$ cat src/rtl/srec_loader_if.sv
// Byte-stream input and instruction-memory write port of the S-record loader.
// Latency: none (wires only).
// Backpressure: rx_ready from the loader gates rx_valid from the host.
interface srec_loader_if;
  logic [7:0]  rx_data;
  logic        rx_valid;
  logic        rx_ready;
  logic        srec_parse;
  logic [31:0] srec_address;
  logic [31:0] srec_data_in;
  logic        srec_rw;
  logic [1:0]  srec_access_size;
  logic [31:0] entry_point;
  logic        done;
  logic        error;
  logic [2:0]  error_code;

  // Host / bench side: drives the ASCII stream, observes the memory port
  modport master (
    output rx_data, rx_valid,
    input  rx_ready, srec_parse, srec_address, srec_data_in, srec_rw,
    input  srec_access_size, entry_point, done, error, error_code
  );

  // Loader side
  modport slave (
    input  rx_data, rx_valid,
    output rx_ready, srec_parse, srec_address, srec_data_in, srec_rw,
    output srec_access_size, entry_point, done, error, error_code
  );
endinterface

$ cat src/rtl/srec_loader.sv
// Motorola S-record parser writing whole 32-bit words into instruction memory.
// Latency: a word write strobes one cycle after its last data nibble is taken.
// Backpressure: rx_ready drops for the single write cycle and forever in DONE/ERROR.
module srec_loader #(
  parameter logic [31:0] ADDR_OFFSET      = 32'h0000_0000,
  parameter logic [1:0]  WORD_ACCESS_SIZE = 2'b00
) (
  input  logic          clk,
  input  logic          rst_n,
  srec_loader_if.slave  bus
);

  typedef enum logic [3:0] {
    IDLE, TYPE, COUNT, ADDR, DATA, CKSUM, WRITE, DONE, ERROR
  } state_t;

  state_t      state;
  logic [2:0]  addr_len;
  logic        is_wr;
  logic        is_term;
  logic [7:0]  bytes_left;
  logic [7:0]  data_len;
  logic        have_hi;
  logic [3:0]  hi_nib;
  logic [7:0]  sum;
  logic [31:0] addr;
  logic [31:0] word_buf;
  logic [1:0]  lane;

  logic        take;
  logic        hex_ok;
  logic [3:0]  hex_val;
  logic [7:0]  rx_byte;
  logic [7:0]  sum_next;
  logic [31:0] buf_next;
  logic        type_ok;
  logic [2:0]  type_alen;
  logic        type_wr;
  logic        type_term;
  logic        fail;
  logic [2:0]  fail_code;

  assign take     = bus.rx_valid & bus.rx_ready;
  assign rx_byte  = {hi_nib, hex_val};
  assign sum_next = sum + rx_byte;

  // ASCII hex digit decode (either letter case)
  always_comb begin
    hex_ok  = 1'b1;
    hex_val = 4'h0;
    if (bus.rx_data >= 8'h30 && bus.rx_data <= 8'h39)
      hex_val = bus.rx_data[3:0];
    else if ((bus.rx_data >= 8'h41 && bus.rx_data <= 8'h46) ||
             (bus.rx_data >= 8'h61 && bus.rx_data <= 8'h66))
      hex_val = bus.rx_data[3:0] + 4'd9;
    else
      hex_ok = 1'b0;
  end

  // Record type digit -> address width and record class
  always_comb begin
    type_ok   = 1'b1;
    type_alen = 3'd2;
    type_wr   = 1'b0;
    type_term = 1'b0;
    case (bus.rx_data)
      8'h30, 8'h35: type_alen = 3'd2;
      8'h31: begin type_alen = 3'd2; type_wr = 1'b1; end
      8'h32: begin type_alen = 3'd3; type_wr = 1'b1; end
      8'h33: begin type_alen = 3'd4; type_wr = 1'b1; end
      8'h37: begin type_alen = 3'd4; type_term = 1'b1; end
      8'h38: begin type_alen = 3'd3; type_term = 1'b1; end
      8'h39: begin type_alen = 3'd2; type_term = 1'b1; end
      default: type_ok = 1'b0;
    endcase
  end

  // Drop the completed data byte into the next free big-endian lane
  always_comb begin
    buf_next = word_buf;
    case (lane)
      2'd0: buf_next[31:24] = rx_byte;
      2'd1: buf_next[23:16] = rx_byte;
      2'd2: buf_next[15:8]  = rx_byte;
      default: buf_next[7:0] = rx_byte;
    endcase
  end

  // Detect the parse failure (if any) caused by the byte taken this cycle
  always_comb begin
    fail      = 1'b0;
    fail_code = 3'd0;
    if (take) begin
      case (state)
        IDLE: if (bus.rx_data != 8'h53 && bus.rx_data != 8'h0D &&
                  bus.rx_data != 8'h0A && bus.rx_data != 8'h20) begin
          fail = 1'b1; fail_code = 3'd6;
        end
        TYPE: if (!type_ok) begin
          fail = 1'b1; fail_code = 3'd3;
        end
        COUNT, ADDR, DATA, CKSUM: begin
          if (!hex_ok) begin
            fail = 1'b1; fail_code = 3'd1;
          end else if (have_hi) begin
            if (state == COUNT && rx_byte < ({5'd0, addr_len} + 8'd1)) begin
              fail = 1'b1; fail_code = 3'd5;
            end else if (state == ADDR && bytes_left == 8'd1 && is_wr &&
                         rx_byte[1:0] != 2'b00) begin
              fail = 1'b1; fail_code = 3'd4;
            end else if (state == CKSUM && sum_next != 8'hFF) begin
              fail = 1'b1; fail_code = 3'd2;
            end
          end
        end
        default: ;
      endcase
    end
  end

  // Record parser FSM with registered memory-port and status outputs
  always_ff @(posedge clk or negedge rst_n) begin
    if (!rst_n) begin
      state                <= IDLE;
      addr_len             <= 3'd2;
      is_wr                <= 1'b0;
      is_term              <= 1'b0;
      bytes_left           <= 8'd0;
      data_len             <= 8'd0;
      have_hi              <= 1'b0;
      hi_nib               <= 4'h0;
      sum                  <= 8'd0;
      addr                 <= 32'd0;
      word_buf             <= 32'd0;
      lane                 <= 2'd0;
      bus.rx_ready         <= 1'b1;
      bus.srec_parse       <= 1'b1;
      bus.srec_address     <= 32'd0;
      bus.srec_data_in     <= 32'd0;
      bus.srec_rw          <= 1'b0;
      bus.srec_access_size <= WORD_ACCESS_SIZE;
      bus.entry_point      <= 32'd0;
      bus.done             <= 1'b0;
      bus.error            <= 1'b0;
      bus.error_code       <= 3'd0;
    end else if (fail) begin
      state          <= ERROR;
      bus.error      <= 1'b1;
      bus.error_code <= fail_code;
      bus.rx_ready   <= 1'b0;
    end else begin
      case (state)
        IDLE: if (take && bus.rx_data == 8'h53) begin
          state    <= TYPE;
          sum      <= 8'd0;
          addr     <= 32'd0;
          word_buf <= 32'd0;
          lane     <= 2'd0;
          have_hi  <= 1'b0;
        end
        TYPE: if (take) begin
          addr_len <= type_alen;
          is_wr    <= type_wr;
          is_term  <= type_term;
          state    <= COUNT;
        end
        COUNT, ADDR, DATA, CKSUM: if (take) begin
          if (!have_hi) begin
            hi_nib  <= hex_val;
            have_hi <= 1'b1;
          end else begin
            have_hi <= 1'b0;
            sum     <= sum_next;
            case (state)
              COUNT: begin
                data_len   <= rx_byte - {5'd0, addr_len} - 8'd1;
                bytes_left <= {5'd0, addr_len};
                state      <= ADDR;
              end
              ADDR: begin
                addr       <= {addr[23:0], rx_byte};
                bytes_left <= bytes_left - 8'd1;
                if (bytes_left == 8'd1) begin
                  if (data_len == 8'd0) begin
                    state <= CKSUM;
                  end else begin
                    state      <= DATA;
                    bytes_left <= data_len;
                  end
                end
              end
              DATA: begin
                bytes_left <= bytes_left - 8'd1;
                if (is_wr) begin
                  // Full word, or a short tail at the end of the record
                  if (lane == 2'd3 || bytes_left == 8'd1) begin
                    state            <= WRITE;
                    bus.srec_rw      <= 1'b1;
                    bus.srec_address <= addr + ADDR_OFFSET;
                    bus.srec_data_in <= buf_next;
                    bus.rx_ready     <= 1'b0;
                    addr             <= addr + 32'd4;
                    word_buf         <= 32'd0;
                    lane             <= 2'd0;
                  end else begin
                    word_buf <= buf_next;
                    lane     <= lane + 2'd1;
                  end
                end else if (bytes_left == 8'd1) begin
                  state <= CKSUM;
                end
              end
              default: begin
                // CKSUM already verified good here
                if (is_term) begin
                  bus.entry_point <= addr;
                  bus.done        <= 1'b1;
                  bus.srec_parse  <= 1'b0;
                  bus.rx_ready    <= 1'b0;
                  state           <= DONE;
                end else begin
                  state <= IDLE;
                end
              end
            endcase
          end
        end
        WRITE: begin
          bus.srec_rw  <= 1'b0;
          bus.rx_ready <= 1'b1;
          state        <= (bytes_left == 8'd0) ? CKSUM : DATA;
        end
        default: ;
      endcase
    end
  end

endmodule

$ cat src/flat_wrapper.sv
// flat-port wrapper written by rule: the top's interface ports become plain ports
module srec_loader_flat 
#(
  parameter logic [31:0] ADDR_OFFSET      = 32'h0000_0000,
  parameter logic [1:0]  WORD_ACCESS_SIZE = 2'b00
)
  (clk, rst_n, bus_rx_data, bus_rx_valid, bus_rx_ready, bus_srec_parse, bus_srec_address, bus_srec_data_in, bus_srec_rw, bus_srec_access_size, bus_entry_point, bus_done, bus_error, bus_error_code);
  srec_loader_if bus_i ();
  input  logic clk;
  input  logic rst_n;
  input wire logic [$bits(bus_i.rx_data)-1:0] bus_rx_data;
  input wire logic [$bits(bus_i.rx_valid)-1:0] bus_rx_valid;
  output wire logic [$bits(bus_i.rx_ready)-1:0] bus_rx_ready;
  output wire logic [$bits(bus_i.srec_parse)-1:0] bus_srec_parse;
  output wire logic [$bits(bus_i.srec_address)-1:0] bus_srec_address;
  output wire logic [$bits(bus_i.srec_data_in)-1:0] bus_srec_data_in;
  output wire logic [$bits(bus_i.srec_rw)-1:0] bus_srec_rw;
  output wire logic [$bits(bus_i.srec_access_size)-1:0] bus_srec_access_size;
  output wire logic [$bits(bus_i.entry_point)-1:0] bus_entry_point;
  output wire logic [$bits(bus_i.done)-1:0] bus_done;
  output wire logic [$bits(bus_i.error)-1:0] bus_error;
  output wire logic [$bits(bus_i.error_code)-1:0] bus_error_code;
  assign bus_i.rx_data = bus_rx_data;
  assign bus_i.rx_valid = bus_rx_valid;
  assign bus_rx_ready = bus_i.rx_ready;
  assign bus_srec_parse = bus_i.srec_parse;
  assign bus_srec_address = bus_i.srec_address;
  assign bus_srec_data_in = bus_i.srec_data_in;
  assign bus_srec_rw = bus_i.srec_rw;
  assign bus_srec_access_size = bus_i.srec_access_size;
  assign bus_entry_point = bus_i.entry_point;
  assign bus_done = bus_i.done;
  assign bus_error = bus_i.error;
  assign bus_error_code = bus_i.error_code;
  srec_loader #(.ADDR_OFFSET(ADDR_OFFSET), .WORD_ACCESS_SIZE(WORD_ACCESS_SIZE)) u_core (.clk(clk), .rst_n(rst_n), .bus(bus_i));
endmodule
$ cat config.mk
export PLATFORM = sky130hd
export DESIGN_NAME = srec_loader_flat
export DESIGN_NICKNAME = d
export VERILOG_FILES = /design/src/rtl/srec_loader_if.sv /design/src/rtl/srec_loader.sv /design/src/flat_wrapper.sv
export SDC_FILE = /design/constraint.sdc
export NUM_CORES = 1
export LEC_CHECK = 0
export BUFFER_PORTS_ARGS = -buffer_cell sky130_fd_sc_hd__clkbuf_2
export CAP_MARGIN = 20
export CORE_UTILIZATION = 45
export CTS_CLUSTER_DIAMETER = 50
export DETAILED_ROUTE_END_ITERATION = 10
export SYNTH_ARGS = -nofsm -noshare
export SYNTH_HDL_FRONTEND = slang
export SYNTH_SLANG_ARGS = --single-unit
$ cat constraint.sdc
create_clock -name clk -period 7.3 [get_ports clk]
set_clock_uncertainty 0.2 [all_clocks]
set_input_delay 0 -clock clk [delete_from_list [all_inputs] [get_ports clk]]
set_output_delay 0 -clock clk [all_outputs]
set_load 0.1 [all_outputs]
==> results by group <==
Synthesis
  • Post-Syn Area per Cell: 9.52 um2
  • Synth top area share: 0.482
  • Post-synthesis sequential area ratio: 0.490
  • Unique cell type count in the Yosys netlist: 70
  • Asr flop ratio synth: 1.00
  • Post-synthesis cell count: 1117
  • Synth warn: 2
  • Simple-gate share of the synthesized area: 0.168
  • Synthesized area: 0.0106 mm2
  • Top post-synthesis cells by area: dfrtp_1 (48%), nand2_1 (7.1%), o21ai_0 (4.2%)
  • Synth Area in Compound Gates: 0.185
  • Flops & latches, synth: 208
  • Post-synth top area cell: dfrtp_1
  • Adder-cell area share of the yosys netlist: 0.0343
  • Post-synthesis mux area share: 0.0702
  • Number of synthesized flops with an enable pin: 0
  • Main combinational cell family by area after synthesis: compound AO/OA/AOI/OAI gates
  • XOR/XNOR share of the synthesized area: 0.0124
  • Synth Flop Type: dfrtp_1

Routing
  • Top sig layer: met4
  • DRT Wirelength: 28.4 mm
  • Via Count: 8736
  • Initial DRC count: 595
  • # DRC: 0
  • Routed Antenna Nets: 0
  • Wire per inst: 18.3 um
  • Met2 WL: 12.5 mm
  • DRT Pass-1 Iters: 5
  • Vias per std cell: 5.64
  • WL met3: 1.59 mm
  • Wl on met1: 13.7 mm

STA
  • Worst-Margin Slew: 945 ps
  • Final period util: 0.774
  • Total negative setup slack: 0 ps
  • Final setup fails: 0
  • Max Transition Viols Final: 0
  • Period minus WS final: 5650 ps
  • Worst rel slew slack: 0.365
  • Final hold vios: 0
  • RSZ-0062 raised after global routing: no
  • Max Clock Freq: 0.177 GHz

Clocking
  • Max Buffers Root-to-Sink: 3
  • TritonCTS clock tree: built
  • CTS Sinks: 208
  • CTS Buf Count: 26
  • Clk root buf: clkbuf_16
  • Clk_lat worst skew: 530 ps
  • CTS H-tree depth: 1
  • Worst-path clk slew: 50 ps

Floorplanning
  • Die area: 0.0243 mm2
  • Die extent in x: 156 um
  • Core footprint: 0.0229 mm2
  • # rows: 55
  • Starting Density: 0.464
  • DIE HEIGHT: 156 um
  • I/O pin count: 117

Layout
  • Final Cell Area: 0.0126 mm2
  • Most frequent cells in the layout: dfrtp_1 (205), nand2_1 (200), clkbuf_2 (113)
  • Most common cell after layout, fill and taps aside: dfrtp_1
  • Area Overhead vs Synth: 18.2%
  • Antenna diodes: 0
  • Fraction of layout cells with a size suffix above 1: 0.176
  • Layout Cells excl Fill: 1549
  • Nets: 1256

Pwr
  • Pwr per Cell Area: 207 mW/mm2
  • Max VDD drop: 0.000116 V
  • Pwr Total: 2600 uW
  • Leakage: 0.00604 uW

Worst hold path
  • Hold Path Class: register to register
  • WHS Path Cells: 1

Critical path
  • R2R depth: 10
  • Worst endpoint required time: 7500 ps
  • Kind of critical path: input pin to register
  • Worst EP arrival: 5850 ps
  • Critical Path Sink Type: register
  • Worst-path maximum fanout: 34
  • Critical Path Start Type: input pin

Placement
  • Final GP Congestion: 0.850
  • Placed inst area: 0.0115 mm2
  • DP HPWL: 18.7 mm
  • Number of port buffers: 114
  • Placed cells: 1485

Global route
  • Pin count of the biggest net entering global routing: 100
  • First-pass GRT wire length: 45.7 mm
  • Number of global-route vias before repair: 8246
  • Gr ovfl total: 0
  • GRT Total Usage: 0.238
  • Initial antenna violation count: 0

Run
  • Maxcap violations: 0

Outcome
  • Outcome: completed
[logic make-up (layout without fill, tap and decap cells)]
| group | after synthesis | after routing |
|---|---|---|
| AO/OA/AOI/OAI | 307 | 307 |
| flip-flops | 208 | 208 |
| AND/OR/NAND/NOR | 382 | 382 |
| XOR/XNOR | 15 | 15 |
| other | 1 | 2 |
| buffers and inverters | 107 | 225 |
| multiplexers | 69 | 69 |
| adder cells (fa/ha/maj) | 28 | 28 |
[cells in the mapped netlist, types with 17 or more instances]
| master | number |
|---|---|
| dfrtp_1 | 205 |
| nand3_1 | 19 |
| a22o_1 | 33 |
| ha_1 | 26 |
| inv_1 | 29 |
| mux2_2 | 17 |
| mux2i_1 | 24 |
| o21ai_0 | 90 |
| clkbuf_1 | 67 |
| nor3_1 | 17 |
| a21oi_1 | 77 |
| nor2b_1 | 21 |
| mux2_1 | 28 |
| nor2_1 | 52 |
| nand2_1 | 200 |
[power breakdown]
group	leakage [uW]	total, uW	switching, uW	internal (uW)
clock network	0.000451	1370	512	862
logic	0.00270	68.8	49.3	19.5
registers	0.00289	1150	0	1150
total	0.00604	2600	561	2040
[worst paths after layout]
kind / start / endpoint / slack [ps]
worst max-delay path: bus_rx_data[6] / u_core.bus.entry_point[27]$_DFFE_PN0P_ / 1650
worst min register to register: u_core.bus.error$_DFFE_PN0P_ / u_core.bus.error$_DFFE_PN0P_ / 270
min in group asynchronous: rst_n / u_core.bus.rx_ready$_DFFE_PN1P_ / 390
max in group asynchronous: rst_n / u_core.hi_nib[0]$_DFFE_PN0P_ / 5570
worst min-delay path: u_core.bus.error$_DFFE_PN0P_ / u_core.bus.error$_DFFE_PN0P_ / 270
worst max register to register: u_core.hi_nib[2]$_DFFE_PN0P_ / u_core.bus.entry_point[27]$_DFFE_PN0P_ / 2850
[area by class of cell]
class,instances,area [um2]
clock buffers,31,699
fillers,2057,10300
repair buffers,149,902
clock inverters,16,231
well taps,313,392
inverters,29,109
multi-input cells,803,5030
flip-flops and latches,208,5210
[worst max-delay path: stages]
cell and delay [ps]:
dlygate4sd3_1 550, clkbuf_2 140, nand4bb_2 270, dlygate4sd3_1 610
a21oi_2 240, a21oi_1 110, buf_4 190, inv_1 90
ha_1 160, inv_1 50, fa_1 390, nor2b_1 230
o22ai_1 140, xnor2_1 230, a41oi_1 160, or4_1 670
and2_1 460, nor4_4 300, buf_4 460, mux2_2 390
[metal layers]
metal	up-vias	track usage
met1	4253	0.352
li1	4165	-
met4	0	0.0696
met5	-	0
met3	54	0.0314
met2	264	0.364
[metrics by stage]
stage / util / hold slack [ps] / setup slack [ps]
6_report: 0.549 / 266 / 1650
5_1_grt: 0.549 / 288 / 1280
4_1_cts: 0.549 / 273 / 1670
3_5_place_dp: 0.500 / -149 / 1760
3_3_place_gp: 0.500 / -150 / 1800
2_1_floorplan: - / -496 / 2340
[sequential cells by signal, indices dropped and copies added, names as in the netlist, 4 cells and up]
register,cells
u_core.addr,32
u_core.bus.entry_point,32
u_core.bus.srec_address,32
u_core.bus.srec_data_in,32
u_core.bytes_left,8
u_core.data_len,8
u_core.hi_nib,4
u_core.state,4
u_core.sum,8
u_core.word_buf,32
[repair_timing]
action                                 in CTS  in global routing
setup buffers                               0                  0
hold buffers                               17                  0
endpoints found under the hold margin      83                  0
gates resized for setup                     0                  0
Note: power is estimated with default switching activity, not from simulation.
